### src/rtl/philv_fetch_unit.sv
// Philosophy-V instruction fetch stage: owns the PC, reads instruction memory port 0
// and hands fetched words to decode through a valid/ready handshake.
module philv_fetch_unit #(
  parameter int                   BUS_WIDTH = 32,
  parameter logic [BUS_WIDTH-1:0] RESET_PC  = '0,
  parameter int                   I_MEM_LEN = 256
) (
  input  logic                 clk,
  input  logic                 rst,
  output logic [BUS_WIDTH-1:0] mem_addr,
  output logic                 mem_rd_ena,
  input  logic [BUS_WIDTH-1:0] mem_rdata,
  output logic [BUS_WIDTH-1:0] instr,
  output logic [BUS_WIDTH-1:0] instr_pc,
  output logic                 instr_valid,
  input  logic                 instr_ready,
  input  logic                 redirect_valid,
  input  logic [BUS_WIDTH-1:0] redirect_target,
  output logic                 misaligned,
  output logic                 fault
);

  typedef enum logic [2:0] {
    ST_IDLE  = 3'd0,
    ST_FETCH = 3'd1,
    ST_WAIT  = 3'd2,
    ST_HOLD  = 3'd3,
    ST_FAULT = 3'd4
  } state_t;

  // Byte limit is kept two bits wider than the bus so 4*I_MEM_LEN cannot overflow.
  localparam logic [BUS_WIDTH+1:0] MEM_LIMIT = (BUS_WIDTH+2)'(I_MEM_LEN) << 2;
  localparam logic [BUS_WIDTH-1:0] PC_STEP   = {{(BUS_WIDTH-3){1'b0}}, 3'b100};

  function automatic logic [BUS_WIDTH-1:0] word_align(input logic [BUS_WIDTH-1:0] addr);
    return {addr[BUS_WIDTH-1:2], 2'b00};
  endfunction

  state_t               state_r, state_nxt_s;
  logic [BUS_WIDTH-1:0] pc_r, pc_nxt_s;
  logic [BUS_WIDTH-1:0] instr_r, instr_nxt_s;
  logic [BUS_WIDTH-1:0] instr_pc_r, instr_pc_nxt_s;
  logic                 valid_r, valid_nxt_s;
  logic                 misaligned_r, misaligned_nxt_s;
  logic                 fault_r, fault_nxt_s;
  logic                 out_of_range_s;
  logic                 rd_ena_s;

  assign out_of_range_s = ({2'b00, pc_r} >= MEM_LIMIT);

  // Next-state and register-update decode; a redirect overrides the per-state result.
  always_comb begin
    state_nxt_s      = state_r;
    pc_nxt_s         = pc_r;
    instr_nxt_s      = instr_r;
    instr_pc_nxt_s   = instr_pc_r;
    valid_nxt_s      = valid_r;
    misaligned_nxt_s = misaligned_r;
    fault_nxt_s      = fault_r;
    rd_ena_s         = 1'b0;

    case (state_r)
      ST_IDLE: begin
        state_nxt_s = ST_FETCH;
      end
      ST_FETCH: begin
        if (out_of_range_s) begin
          fault_nxt_s = 1'b1;
          state_nxt_s = ST_FAULT;
        end else begin
          rd_ena_s    = 1'b1;
          state_nxt_s = ST_WAIT;
        end
      end
      ST_WAIT: begin
        instr_nxt_s    = mem_rdata;
        instr_pc_nxt_s = pc_r;
        valid_nxt_s    = 1'b1;
        state_nxt_s    = ST_HOLD;
      end
      ST_HOLD: begin
        if (instr_ready) begin
          pc_nxt_s    = pc_r + PC_STEP;
          valid_nxt_s = 1'b0;
          state_nxt_s = ST_FETCH;
        end else begin
          state_nxt_s = ST_HOLD;
        end
      end
      ST_FAULT: begin
        valid_nxt_s = 1'b0;
        state_nxt_s = ST_FAULT;
      end
      default: begin
        valid_nxt_s = 1'b0;
        state_nxt_s = ST_IDLE;
      end
    endcase

    // Redirect discards any in-flight read and wins over a same-cycle handshake.
    if (redirect_valid && (state_r != ST_FAULT)) begin
      pc_nxt_s    = word_align(redirect_target);
      valid_nxt_s = 1'b0;
      fault_nxt_s = fault_r;
      state_nxt_s = ST_FETCH;
      if (redirect_target[1:0] != 2'b00) begin
        misaligned_nxt_s = 1'b1;
      end else begin
        misaligned_nxt_s = misaligned_r;
      end
    end else begin
      misaligned_nxt_s = misaligned_nxt_s;
    end
  end

  // State and datapath registers with asynchronous reset.
  always_ff @(posedge clk or posedge rst) begin
    if (rst) begin
      state_r      <= ST_IDLE;
      pc_r         <= RESET_PC;
      instr_r      <= '0;
      instr_pc_r   <= '0;
      valid_r      <= 1'b0;
      misaligned_r <= 1'b0;
      fault_r      <= 1'b0;
    end else begin
      state_r      <= state_nxt_s;
      pc_r         <= pc_nxt_s;
      instr_r      <= instr_nxt_s;
      instr_pc_r   <= instr_pc_nxt_s;
      valid_r      <= valid_nxt_s;
      misaligned_r <= misaligned_nxt_s;
      fault_r      <= fault_nxt_s;
    end
  end

  // Memory strobe depends only on state and pc registers.
  assign mem_addr    = pc_r;
  assign mem_rd_ena  = rd_ena_s;
  assign instr       = instr_r;
  assign instr_pc    = instr_pc_r;
  assign instr_valid = valid_r;
  assign misaligned  = misaligned_r;
  assign fault       = fault_r;

endmodule

### config.mk
export PLATFORM = sky130hd
export DESIGN_NAME = philv_fetch_unit
export DESIGN_NICKNAME = d
export VERILOG_FILES = /design/src/rtl/philv_fetch_unit.sv
export SDC_FILE = /design/constraint.sdc
export NUM_CORES = 1
export LEC_CHECK = 0
export CAP_MARGIN = 10
export CORE_UTILIZATION = 40
export CTS_CLUSTER_SIZE = 25
export DETAILED_ROUTE_END_ITERATION = 8
export PLACE_DENSITY = 0.86
export SYNTH_ARGS = -nofsm -noshare
export SYNTH_HDL_FRONTEND = slang
export SYNTH_SLANG_ARGS = --single-unit
### constraint.sdc
create_clock -name clk -period 3.75 [get_ports clk]
set_clock_uncertainty 0.15 [all_clocks]
set_input_delay 0.9375 -clock clk [delete_from_list [all_inputs] [get_ports clk]]
set_output_delay 0.9375 -clock clk [all_outputs]
set_load 0.01 [all_outputs]
==> results <==
## registers in the layout, indices dropped and copies added, names as in the netlist
register and flops:
fault 1, instr 32, instr_pc 30, instr_valid 1
mem_addr 30, misaligned 1, state_r 3
## final cells by class
cell class	count	area [um2]	share of cell area (%)
multi-input combinational	255	1880	29.2
timing repair buffer	172	1720	26.7
clock buffer	12	155	2.41
sequential	98	2450	38.1
clock inverter	4	26.3	0.408
tap	140	175	2.72
inverter	8	32.5	0.505
## power by group through the flow
stage	Clock, mW	Sequential, mW	Combinational (mW)
finish	0.637	1.34	0.718
global placement	0	1.34	0.699
floorplan	0	1.36	0.304
detailed placement	0	1.35	0.716
CTS	0.664	1.34	0.721
global route	0.711	1.36	0.785
## worst reg2reg max path: cells and delay by family, from the launching register on
family,cells,cell delay [ns]
simple gates,3,1.64
flops,1,0.36
compound gates,1,0.17
buf+inv,1,0.15
## cells by family after synthesis
family                   after synthesis  share of synthesized area [%]
AO/OA/AOI/OAI                         63                           8.87
XOR/XNOR                               7                           1.36
adder cells (fa/ha/maj)                2                          0.556
buffers and inverters                 37                           4.20
flip-flops                            98                           54.5
multiplexers                          64                           16.0
other                                  1                         0.0833
AND/OR/NAND/NOR                      115                           14.5
## metal layers
| metal | track usage, % | vias up |
|---|---|---|
| li1 | - | 1731 |
| met5 | 0 | - |
| met1 | 25.5 | 1821 |
| met2 | 34.2 | 138 |
| met3 | 5.18 | 13 |
| met4 | 5.48 | 0 |
## metrics by stage
stage,util [%],hold WS [ns],total power [mW],instance area [um2]
final,59.2,0.353,2.70,6440
after global routing,59.2,0.380,2.86,6440
after CTS,59.2,0.358,2.72,6440
after detailed placement,57.5,0.333,2.07,6260
after global placement,57.5,0.310,2.04,6260
after floorplan,-,0.353,1.66,4510
## synthesized netlist by cell type, types with 2 or more instances
cell | count | area share [%]
buf_2 | 12 | 1.3
ha_1 | 2 | 0.56
buf_4 | 5 | 0.83
a21oi_1 | 4 | 0.44
and2_1 | 5 | 0.69
or4_1 | 15 | 2.5
mux2i_1 | 2 | 0.44
a21boi_0 | 2 | 0.33
xor2_1 | 5 | 0.97
or3_1 | 7 | 0.97
nor4b_1 | 3 | 0.58
o21ai_0 | 16 | 1.8
mux2_2 | 62 | 16
xnor2_1 | 2 | 0.39
nand3_1 | 11 | 1.2
nor4_1 | 5 | 0.69
inv_1 | 8 | 0.67
o31ai_1 | 14 | 2.3
nor3_1 | 2 | 0.22
buf_6 | 2 | 0.50
and4_1 | 4 | 0.78
nand2_1 | 19 | 1.6
nand4_1 | 9 | 1.3
nor2_1 | 25 | 2.1
a31oi_1 | 20 | 2.8
dfrtp_1 | 98 | 54
a22oi_1 | 2 | 0.33
and3_1 | 3 | 0.42
clkbuf_1 | 8 | 0.67
## timing repair
action | 4_1_cts | 5_1_grt
setup endpoints to repair | 1 | 0
hold buffers | 0 | 0
resized for setup | 2 | 0
buffers inserted | 0 | 0
## how the worst min path moves through the flow
stage                     from         end  slack [ns]
detailed placement  misaligned  misaligned        0.33
floorplan                fault       fault        0.35
CTS                 misaligned  misaligned        0.36
finish              misaligned  misaligned        0.35
global route         instr[18]   instr[18]        0.38
global placement    misaligned  misaligned        0.31
==> metrics <==
Max Transition Viols Final 0; critical register-to-register path endpoint mem_addr[30]; Worst VDD drop approximately 290 uV; Initial Utilization ~41%; Cells after DPL 673; Buffers on Ports approximately 160; most common cell after layout, fill and taps aside clkdlybuf4s50_1; Row Count 38; WP depth 5; Final #Nets roughly 610; Max FO, Critical Path 7; vias per inst 5.37; number of I/O pins about 170; Synth Instances roughly 390; switch share 32.9%; die area between 10000 and 15000 um2; drt wl/cell around 17 um; Final Setup Violations 0; Ys Warns 0; reg2reg path depth 5; Synth Register Bits 98; Startpoint Class register; fin crit period around 3.4 ns; first-pass iteration count of the detailed router 4; setup_tns 0 ns; uppermost layer routed met4; slowest stage cell on the critical path dfrtp_1; first-pass GRT wire length around 18000 um; Crit path required time between 2 and 3 ns; Fillers ~900; critical path startpoint mem_addr[12]; clock buffer depth 2; worst skew pair latency 0.36 ns; via count 3703; Slew Limit Headroom between 40% and 50%; Clk pwr share 23.6%; met3 WL post-DR ~860 um; Num CTS Buffers 9; DR iter-0 viols approximately 150; worst path cell trace nor4_1, nand4_1, or2_2, nor4b_1, dlygate4sd2_1; antenna-violating nets left 0; clock slew at reported path FFs about 0.090 ns; synthesized cell area 4500 um2; number of global-route vias before repair roughly 3700; DRC 0; initial antenna violation count 0; CP arrival between 2 and 2.5 ns; PwrDens about 420 nW/um2; RSZ-0062 raised after global routing no; switching power ~900 uW; Hold WC Path Type register to register; placer congestion estimate 0.842; worst setup path endpoint mem_rd_ena; asr flop ratio synth 100%; Final Routed Wirelength roughly 11000 um; area grow syn2layout 43.1%; Setup Crit Path Kind register to output port; die width 108 um; total gr overflow 0; layout cells sized above 1 16.8%; die boundary height roughly 110 um; synth unique cells 44; sequential share of the synthesized area ~54%; max incr delay on CP roughly 0.45 ns; Cell Int Power approximately 1.8 mW; sequential share of power approximately half; diode count 0; Synth Area per Inst approximately 12 um2; R2R setup slack 1.20 ns; part of the power in combinational logic 26.6%; predominant post-synthesis flop cell dfrtp_1; Root Buffer clkbuf_8; pin slew with the least headroom to its limit a little under 0.8 ns; Non-Filler Instances 689; Critical Path End Type output port; worst slack, placed ~0.34 ns; met2 WL approximately 5700 um; CTS tree yes; largest net degree at the start of global routing 76; most frequent cells in the layout clkdlybuf4s50_1, dfrtp_1, mux2_2; met1 WL about 4700 um; GRT Resource Usage Total 20.2%; H-tree Lvls 3; core footprint 10900 um2; Max Cap Viol 0; hold path depth 1; CP delay by family, top simple AND/OR/NAND/NOR gates; Buf+Inv Stages, Crit Path 1; Post-synth EDFFs 0; f_max just under 300 MHz; leakage power approximately 2.7 nW; Final WS setup 0.310 ns; outcome finished clean; Tcrit/Tclk final 91.7%; clock tree sinks 98; Final Hold Fails 0; RR Startpoint mem_addr[11]; dpl hpwl between 8000 and 9000 um
No activity file was read; power rests on OpenSTA's default activity.
